## config.mk

```make
export PLATFORM = sky130hd
export DESIGN_NAME = carry_save_resolver_flat
export DESIGN_NICKNAME = d
export VERILOG_FILES = /design/src/rtl/carry_save_resolver_if.sv /design/src/rtl/carry_save_resolver.sv /design/src/flat_wrapper.sv
export SDC_FILE = /design/constraint.sdc
export NUM_CORES = 1
export LEC_CHECK = 0
export BUFFER_PORTS_ARGS = -buffer_cell sky130_fd_sc_hd__buf_2
export CORE_MARGIN = 1.5
export CORE_UTILIZATION = 30
export CTS_BUF_LIST = sky130_fd_sc_hd__clkbuf_4
export CTS_CLUSTER_DIAMETER = 120
export DETAILED_ROUTE_END_ITERATION = 7
export PLACE_DENSITY_LB_ADDON = 0.08
export SKIP_LAST_GASP = 1
export SLEW_MARGIN = 30
export SYNTH_ARGS = -nofsm -noshare
export SYNTH_HDL_FRONTEND = slang
export SYNTH_SLANG_ARGS = --single-unit
```

## constraint.sdc

```tcl
create_clock -name clk -period 2.36 [get_ports clk]
set_clock_uncertainty 0.05 [all_clocks]
set_input_delay 0.708 -clock clk [delete_from_list [all_inputs] [get_ports clk]]
set_output_delay 0.708 -clock clk [all_outputs]
set_load 0.02 [all_outputs]
```

## src/rtl/carry_save_resolver_if.sv

```systemverilog
`default_nettype none
// ============================================================================
// Module   : carry_save_resolver_if
// Purpose  : Handshake/data bundle between a carry-save producer, the
//            carry_save_resolver and the downstream consumer of its result.
// Signals  : in_valid/in_ready   - input handshake for a (sum, carry) pair
//            sum[N-1:0]          - carry-save sum vector, bit i weight 2^i
//            carry[N-1:0]        - carry-save carry vector, bit i weight 2^(i+1)
//            out_valid/out_ready - output handshake for result
//            result[N+1:0]       - binary value of sum + 2*carry
//            busy                - resolver is stepping through chunks
// Modports : master - upstream/downstream side, slave - resolver side
// Revision : 1.0 - initial release
// ============================================================================
interface carry_save_resolver_if #(
  parameter int N = 8
);
  logic         in_valid;
  logic         in_ready;
  logic [N-1:0] sum;
  logic [N-1:0] carry;
  logic         out_valid;
  logic         out_ready;
  logic [N+1:0] result;
  logic         busy;

  modport master (
    output in_valid, sum, carry, out_ready,
    input  in_ready, out_valid, result, busy
  );

  modport slave (
    input  in_valid, sum, carry, out_ready,
    output in_ready, out_valid, result, busy
  );
endinterface
`default_nettype wire

```

## src/rtl/carry_save_resolver.sv

```systemverilog
`default_nettype none
// ============================================================================
// Module   : carry_save_resolver
// Purpose  : Resolves a carry-save (sum, carry) pair into a plain binary value
//            with a chunk-serial carry-propagate add, W bits per clock.
// Ports    : clk   - clock, rising edge
//            rst_n - asynchronous active-low reset
//            bus   - carry_save_resolver_if.slave (handshakes, data, busy)
// Params   : N - width of sum/carry; W - chunk width, 1 <= W <= N+2
// Timing   : out_valid rises C = ceil((N+2)/W) clocks after the accepting
//            edge; one operation per C+2 clocks at best.
// Revision : 1.0 - initial release
// ============================================================================
module carry_save_resolver #(
  parameter int N = 8,
  parameter int W = 4
) (
  input  wire logic           clk,
  input  wire logic           rst_n,
  carry_save_resolver_if.slave bus
);

  localparam int C_CHUNKS = (N + 2 + W - 1) / W;
  localparam int C_M      = C_CHUNKS * W;
  localparam int C_IW     = (C_CHUNKS > 1) ? $clog2(C_CHUNKS) : 1;
  localparam logic [C_IW-1:0] C_LAST = C_IW'(C_CHUNKS - 1);

  generate
    if (N < 1 || W < 1 || W > N + 2) begin : g_bad_params
      $error("carry_save_resolver: parameters out of range (N=%0d W=%0d)", N, W);
    end
  endgenerate

  typedef enum logic [1:0] {
    S_IDLE = 2'd0,
    S_BUSY = 2'd1,
    S_DONE = 2'd2
  } state_t;

  state_t r_state;
  state_t w_state_nxt;

  logic [C_M-1:0]  r_x;
  logic [C_M-1:0]  r_y;
  logic [C_M-1:0]  r_res;
  logic [C_IW-1:0] r_idx;
  logic            r_cin;

  logic [31:0]     w_base;
  logic [W:0]      w_chunk;
  logic            w_capture;
  logic            w_last;

  // ---------------------------------------------------------------------------
  // State register
  // ---------------------------------------------------------------------------
  always_ff @(posedge clk or negedge rst_n) begin
    if (!rst_n) begin
      r_state <= S_IDLE;
    end else begin
      r_state <= w_state_nxt;
    end
  end

  // ---------------------------------------------------------------------------
  // Next state and handshake outputs
  // ---------------------------------------------------------------------------
  always_comb begin
    w_state_nxt   = r_state;
    bus.in_ready  = 1'b0;
    bus.out_valid = 1'b0;
    bus.busy      = 1'b0;
    case (r_state)
      S_IDLE: begin
        bus.in_ready = 1'b1;
        if (bus.in_valid) begin
          w_state_nxt = S_BUSY;
        end
      end
      S_BUSY: begin
        bus.busy = 1'b1;
        if (w_last) begin
          w_state_nxt = S_DONE;
        end
      end
      S_DONE: begin
        bus.out_valid = 1'b1;
        if (bus.out_ready) begin
          w_state_nxt = S_IDLE;
        end
      end
      default: begin
        w_state_nxt = S_IDLE;
      end
    endcase
  end

  assign w_capture = (r_state == S_IDLE) && bus.in_valid;
  assign w_last    = (r_idx == C_LAST);

  // One W-bit slice of the carry-propagate add; bit W is the chunk carry-out.
  assign w_base  = 32'(r_idx) * 32'(W);
  assign w_chunk = {1'b0, r_x[w_base +: W]} + {1'b0, r_y[w_base +: W]} +
                   {{W{1'b0}}, r_cin};

  // ---------------------------------------------------------------------------
  // Datapath: operand capture and chunk-by-chunk resolve
  // ---------------------------------------------------------------------------
  always_ff @(posedge clk or negedge rst_n) begin
    if (!rst_n) begin
      r_x   <= '0;
      r_y   <= '0;
      r_res <= '0;
      r_idx <= '0;
      r_cin <= 1'b0;
    end else if (w_capture) begin
      r_x   <= C_M'(bus.sum);
      r_y   <= C_M'({bus.carry, 1'b0});
      r_res <= '0;
      r_idx <= '0;
      r_cin <= 1'b0;
    end else if (r_state == S_BUSY) begin
      r_res[w_base +: W] <= w_chunk[W-1:0];
      r_cin              <= w_chunk[W];
      // Park the index at zero after the last chunk so it never points past
      // the operand registers.
      r_idx              <= w_last ? '0 : r_idx + 1'b1;
    end
  end

  // The sum of two N+1 bit values never reaches bit N+2, so the padding bits
  // of the internal result are dropped.
  assign bus.result = r_res[N+1:0];

  generate
    if (C_M > N + 2) begin : g_pad_sink
      logic w_unused_pad;
      assign w_unused_pad = ^r_res[C_M-1:N+2];
    end
  endgenerate

endmodule
`default_nettype wire
```

## src/flat_wrapper.sv

```systemverilog
// flat-port wrapper written by rule: the top's interface ports become plain ports
module carry_save_resolver_flat 
#(
  parameter int N = 8,
  parameter int W = 4
)
  (clk, rst_n, bus_in_valid, bus_sum, bus_carry, bus_out_ready, bus_in_ready, bus_out_valid, bus_result, bus_busy);
  carry_save_resolver_if #(.N(N)) bus_i ();
  input  wire logic clk;
  input  wire logic rst_n;
  input wire logic [$bits(bus_i.in_valid)-1:0] bus_in_valid;
  input wire logic [$bits(bus_i.sum)-1:0] bus_sum;
  input wire logic [$bits(bus_i.carry)-1:0] bus_carry;
  input wire logic [$bits(bus_i.out_ready)-1:0] bus_out_ready;
  output wire logic [$bits(bus_i.in_ready)-1:0] bus_in_ready;
  output wire logic [$bits(bus_i.out_valid)-1:0] bus_out_valid;
  output wire logic [$bits(bus_i.result)-1:0] bus_result;
  output wire logic [$bits(bus_i.busy)-1:0] bus_busy;
  assign bus_i.in_valid = bus_in_valid;
  assign bus_i.sum = bus_sum;
  assign bus_i.carry = bus_carry;
  assign bus_i.out_ready = bus_out_ready;
  assign bus_in_ready = bus_i.in_ready;
  assign bus_out_valid = bus_i.out_valid;
  assign bus_result = bus_i.result;
  assign bus_busy = bus_i.busy;
  carry_save_resolver #(.N(N), .W(W)) u_core (.clk(clk), .rst_n(rst_n), .bus(bus_i));
endmodule
```

==> impl_metrics.csv <==
group,metric,value,unit
status,status,"complete, no violations",
synth,synth_area_leaders,"dfrtp_1 (46%), mux2_4 (11%), ha_1 (5.2%)",
drt,wl_per_cell,14.1,um
cts,path_clk_slew,0.10,ns
cts,cts.sinks,31,
placed_design,post_dp_cell_area,1890,um^2
synth,synthCells,137,
synth,netlist.area_leader.share,0.465,
cts,cts_buffers,5,
drt,firstDrtPassIters,4,
synth,yosys_register_bits,31,
pwr,p_leak,0.995,nW
timing,fin_crit,2.20,ns
placed_design,hpwl,2560,um
cts,cts_hold_buf,0,
critical_path,crit_type,"register to register",
timing,tns,0,ns
cells_and_area,nets,202,
critical_path,start_kind,"register",
grt,gr-total-overflow,0,
drt,num_vias,1142,
placed_design,io_buffers,32,
critical_path,crit_fanout,8,
floorplan,ios,33,
synth,synth_top_flop_cell,"dfrtp_1",
cts,cts_root_buf,"clkbuf_4",
drt,viasPerCell,4.68,
critical_path,crit_top_cell,"fa_1",
drt,drt-initial-drc-count,32,
floorplan,core,5240,um^2
hold_path,hold_path.class,"input port to async pin",
grt,grt_pass1_vias,1195,
timing,setup_viol,0,
pwr,power_density,1420,nW/um^2
cells_and_area,final_core_util,0.371,
critical_path,endpoint_kind,"register",
cells_and_area,syn_to_final_growth,16.5,%
drt,antenna_left,0,
critical_path,slowest_delay,0.47,ns
synth,syn-cell-area,1670,um^2
critical_path,path_cells,"and3_1 > a31oi_1 > fa_1 > inv_1 > fa_1 > xor2_1 > a32oi_1 > nor2_1",
synth,synth_fp_nets,166,
job,drv_cap,0,
timing,grt_setup_unrepaired,"false",
timing,slew_violations,0,
cells_and_area,final_area,1940,um^2
cts,tritoncts,"built",
pwr,ir_worst_vdd,0.540,mV
critical_path,cp.depth,8,
critical_path,worst_ep_arrival_time,2.35,ns
floorplan,rows,26,
grt,grt_usage,0.127,
cts,h-tree-depth,2,
cells_and_area,drive_gt1_frac,0.374,
placed_design,routabilityCongestion,0.757,
floorplan,initial_core_util,0.319,
pwr,power,2.77,mW
grt,grt_max_degree,32,
timing,fmax,455,MHz
drt,route.detailed.drc,0,
drt,wirelength,3440,um
synth,synth.avg_cell_area,12.2,um^2
critical_path,path_buf_inv,1,
cells_and_area,antenna_cells,0,
timing,fin_crit_sh,0.931,
grt,grt_pass1_wl,5910,um
floorplan,die_h,77.6,um
synth,yosys_warnings,0,
cts,clk_latency,0.33,ns
critical_path,cp_top_family,"adder cells",
floorplan,die_w,77.6,um
synth,ys_types,37,
floorplan,die_area,6020,um^2
critical_path,crit_slowest_cell,"dfrtp_2",
cts,cts.path.max_buffers,2,
grt,antenna_found_initial,0,
timing,hold_violations,0,
critical_path,reg2regPathDepth,8,
critical_path,crit_required,2.51,ns
synth,yosysTopAreaCell,"dfrtp_1",
timing,slew_headroom,0.527,
timing,worst_pin_slew,0.709,ns
synth,synth_seq_area_share,0.465,
synth,ys_async_sr_fraction,1.00,
synth,synth-edff-count,0,
cell type report:
cell class / count / area, um^2
Tap cell: 70 / 87.6
Multi-Input combinational cell: 91 / 802
Inverter: 8 / 30.0
Clock inverter: 1 / 5.00
Fill cell: 521 / 3290
Clock buffer: 7 / 52.6
Sequential cell: 31 / 777
Timing Repair Buffer: 36 / 190
metal layers:
metal | routed length, um | share of wire | vias up | GRT usage
met2 | 1620 | 0.47 | 28 | 0.204
met3 | 174 | 0.051 | 6 | 0.0400
met4 | 44 | 0.013 | 0 | 0.0509
li1 | - | - | 566 | -
met1 | 1600 | 0.47 | 542 | 0.156
met5 | 0 | 0 | - | 0
where the power goes:
group	total (mW)	internal, mW	switching, mW
logic	1.55	0.729	0.819
clock network	0.319	0.139	0.180
registers	0.899	0.743	0.156
total	2.77	1.61	1.15
cell families (layout without fill, tap and decap cells):
kind of cell	Yosys count	in the layout	synth area share
AO/OA/AOI/OAI	24	24	0.107
XOR/XNOR	1	1	0.00525
adder cells (fa/ha/maj)	9	9	0.0765
buffers and inverters	15	52	0.0547
flip-flops	31	31	0.465
multiplexers	24	24	0.184
AND/OR/NAND/NOR	33	33	0.108
flip-flops by register name (all words and copies together), names as in the netlist:
name,flops
u_core.r_idx,2
u_core.r_cin,1
u_core.r_state,2
u_core.r_x,8
u_core.r_res,10
u_core.r_y,8
cells in the mapped netlist (2+ instances only):
library cell	instances
a31oi_1	2
buf_2	3
a32oi_1	3
a21o_1	3
mux2_4	12
fa_1	2
mux2_2	5
nand3b_1	2
a22o_1	6
and3b_1	2
dfrtp_1	31
and3_1	2
mux2i_1	7
inv_1	8
nand2_1	5
o31ai_1	3
ha_1	7
nor2_1	10
buf_6	2
a21oi_1	3
nand2b_1	3
per-stage QoR:
stage          hold WS, ns  worst slack [ns]  cells
3_3_place_gp         0.431             0.232    236
2_1_floorplan        0.362             0.127    137
4_1_cts              0.384             0.126    244
3_5_place_dp         0.433             0.161    236
5_1_grt              0.415            0.0548    244
6_report             0.370             0.164    244
worst reg2reg max path: cells and delay by family (launching register included):
kind                       cells  cell delay, ns
xor gates and xnor gates       1            0.18
and+or+nand+nor                2            0.24
buffers and inverters          1            0.06
DFF                            1            0.47
AOI/OAI and AO/OA              2            0.41
adders and majority gates      2            0.66
path summary, 6_finish.rpt:
kind	slack [ns]	from	to
max in group asynchronous	1.40	rst_n	u_core.r_idx[0]$_DFFE_PN0P_
worst max-delay path	0.16	u_core.r_idx[0]$_DFFE_PN0P_	u_core.r_res[6]$_DFFE_PN0P_
worst min-delay path	0.37	rst_n	u_core.r_state[1]$_DFFE_PN0P_
worst min register to register	0.45	u_core.r_res[0]$_DFFE_PN0P_	u_core.r_res[0]$_DFFE_PN0P_
min in group clk	0.45	u_core.r_res[0]$_DFFE_PN0P_	u_core.r_res[0]$_DFFE_PN0P_
worst max register to register	0.16	u_core.r_idx[0]$_DFFE_PN0P_	u_core.r_res[6]$_DFFE_PN0P_
placed cells by master, fill, tap and decap left out, types with 4 or more instances in the layout:
master and n:
buf_4 4, a22o_1 6, mux2_2 5, clkbuf_4 7, dfrtp_1 30, mux2_4 12, mux2i_1 7, buf_2 32
ha_1 7, nand2_1 5, nor2_1 10, inv_1 8
timing repair:
action | in CTS | in global routing
endpoints found under the setup margin | 0 | 1
resized for setup | 0 | 1
setup buffers | 0 | 0
Note: power is estimated with default switching activity, not from simulation.
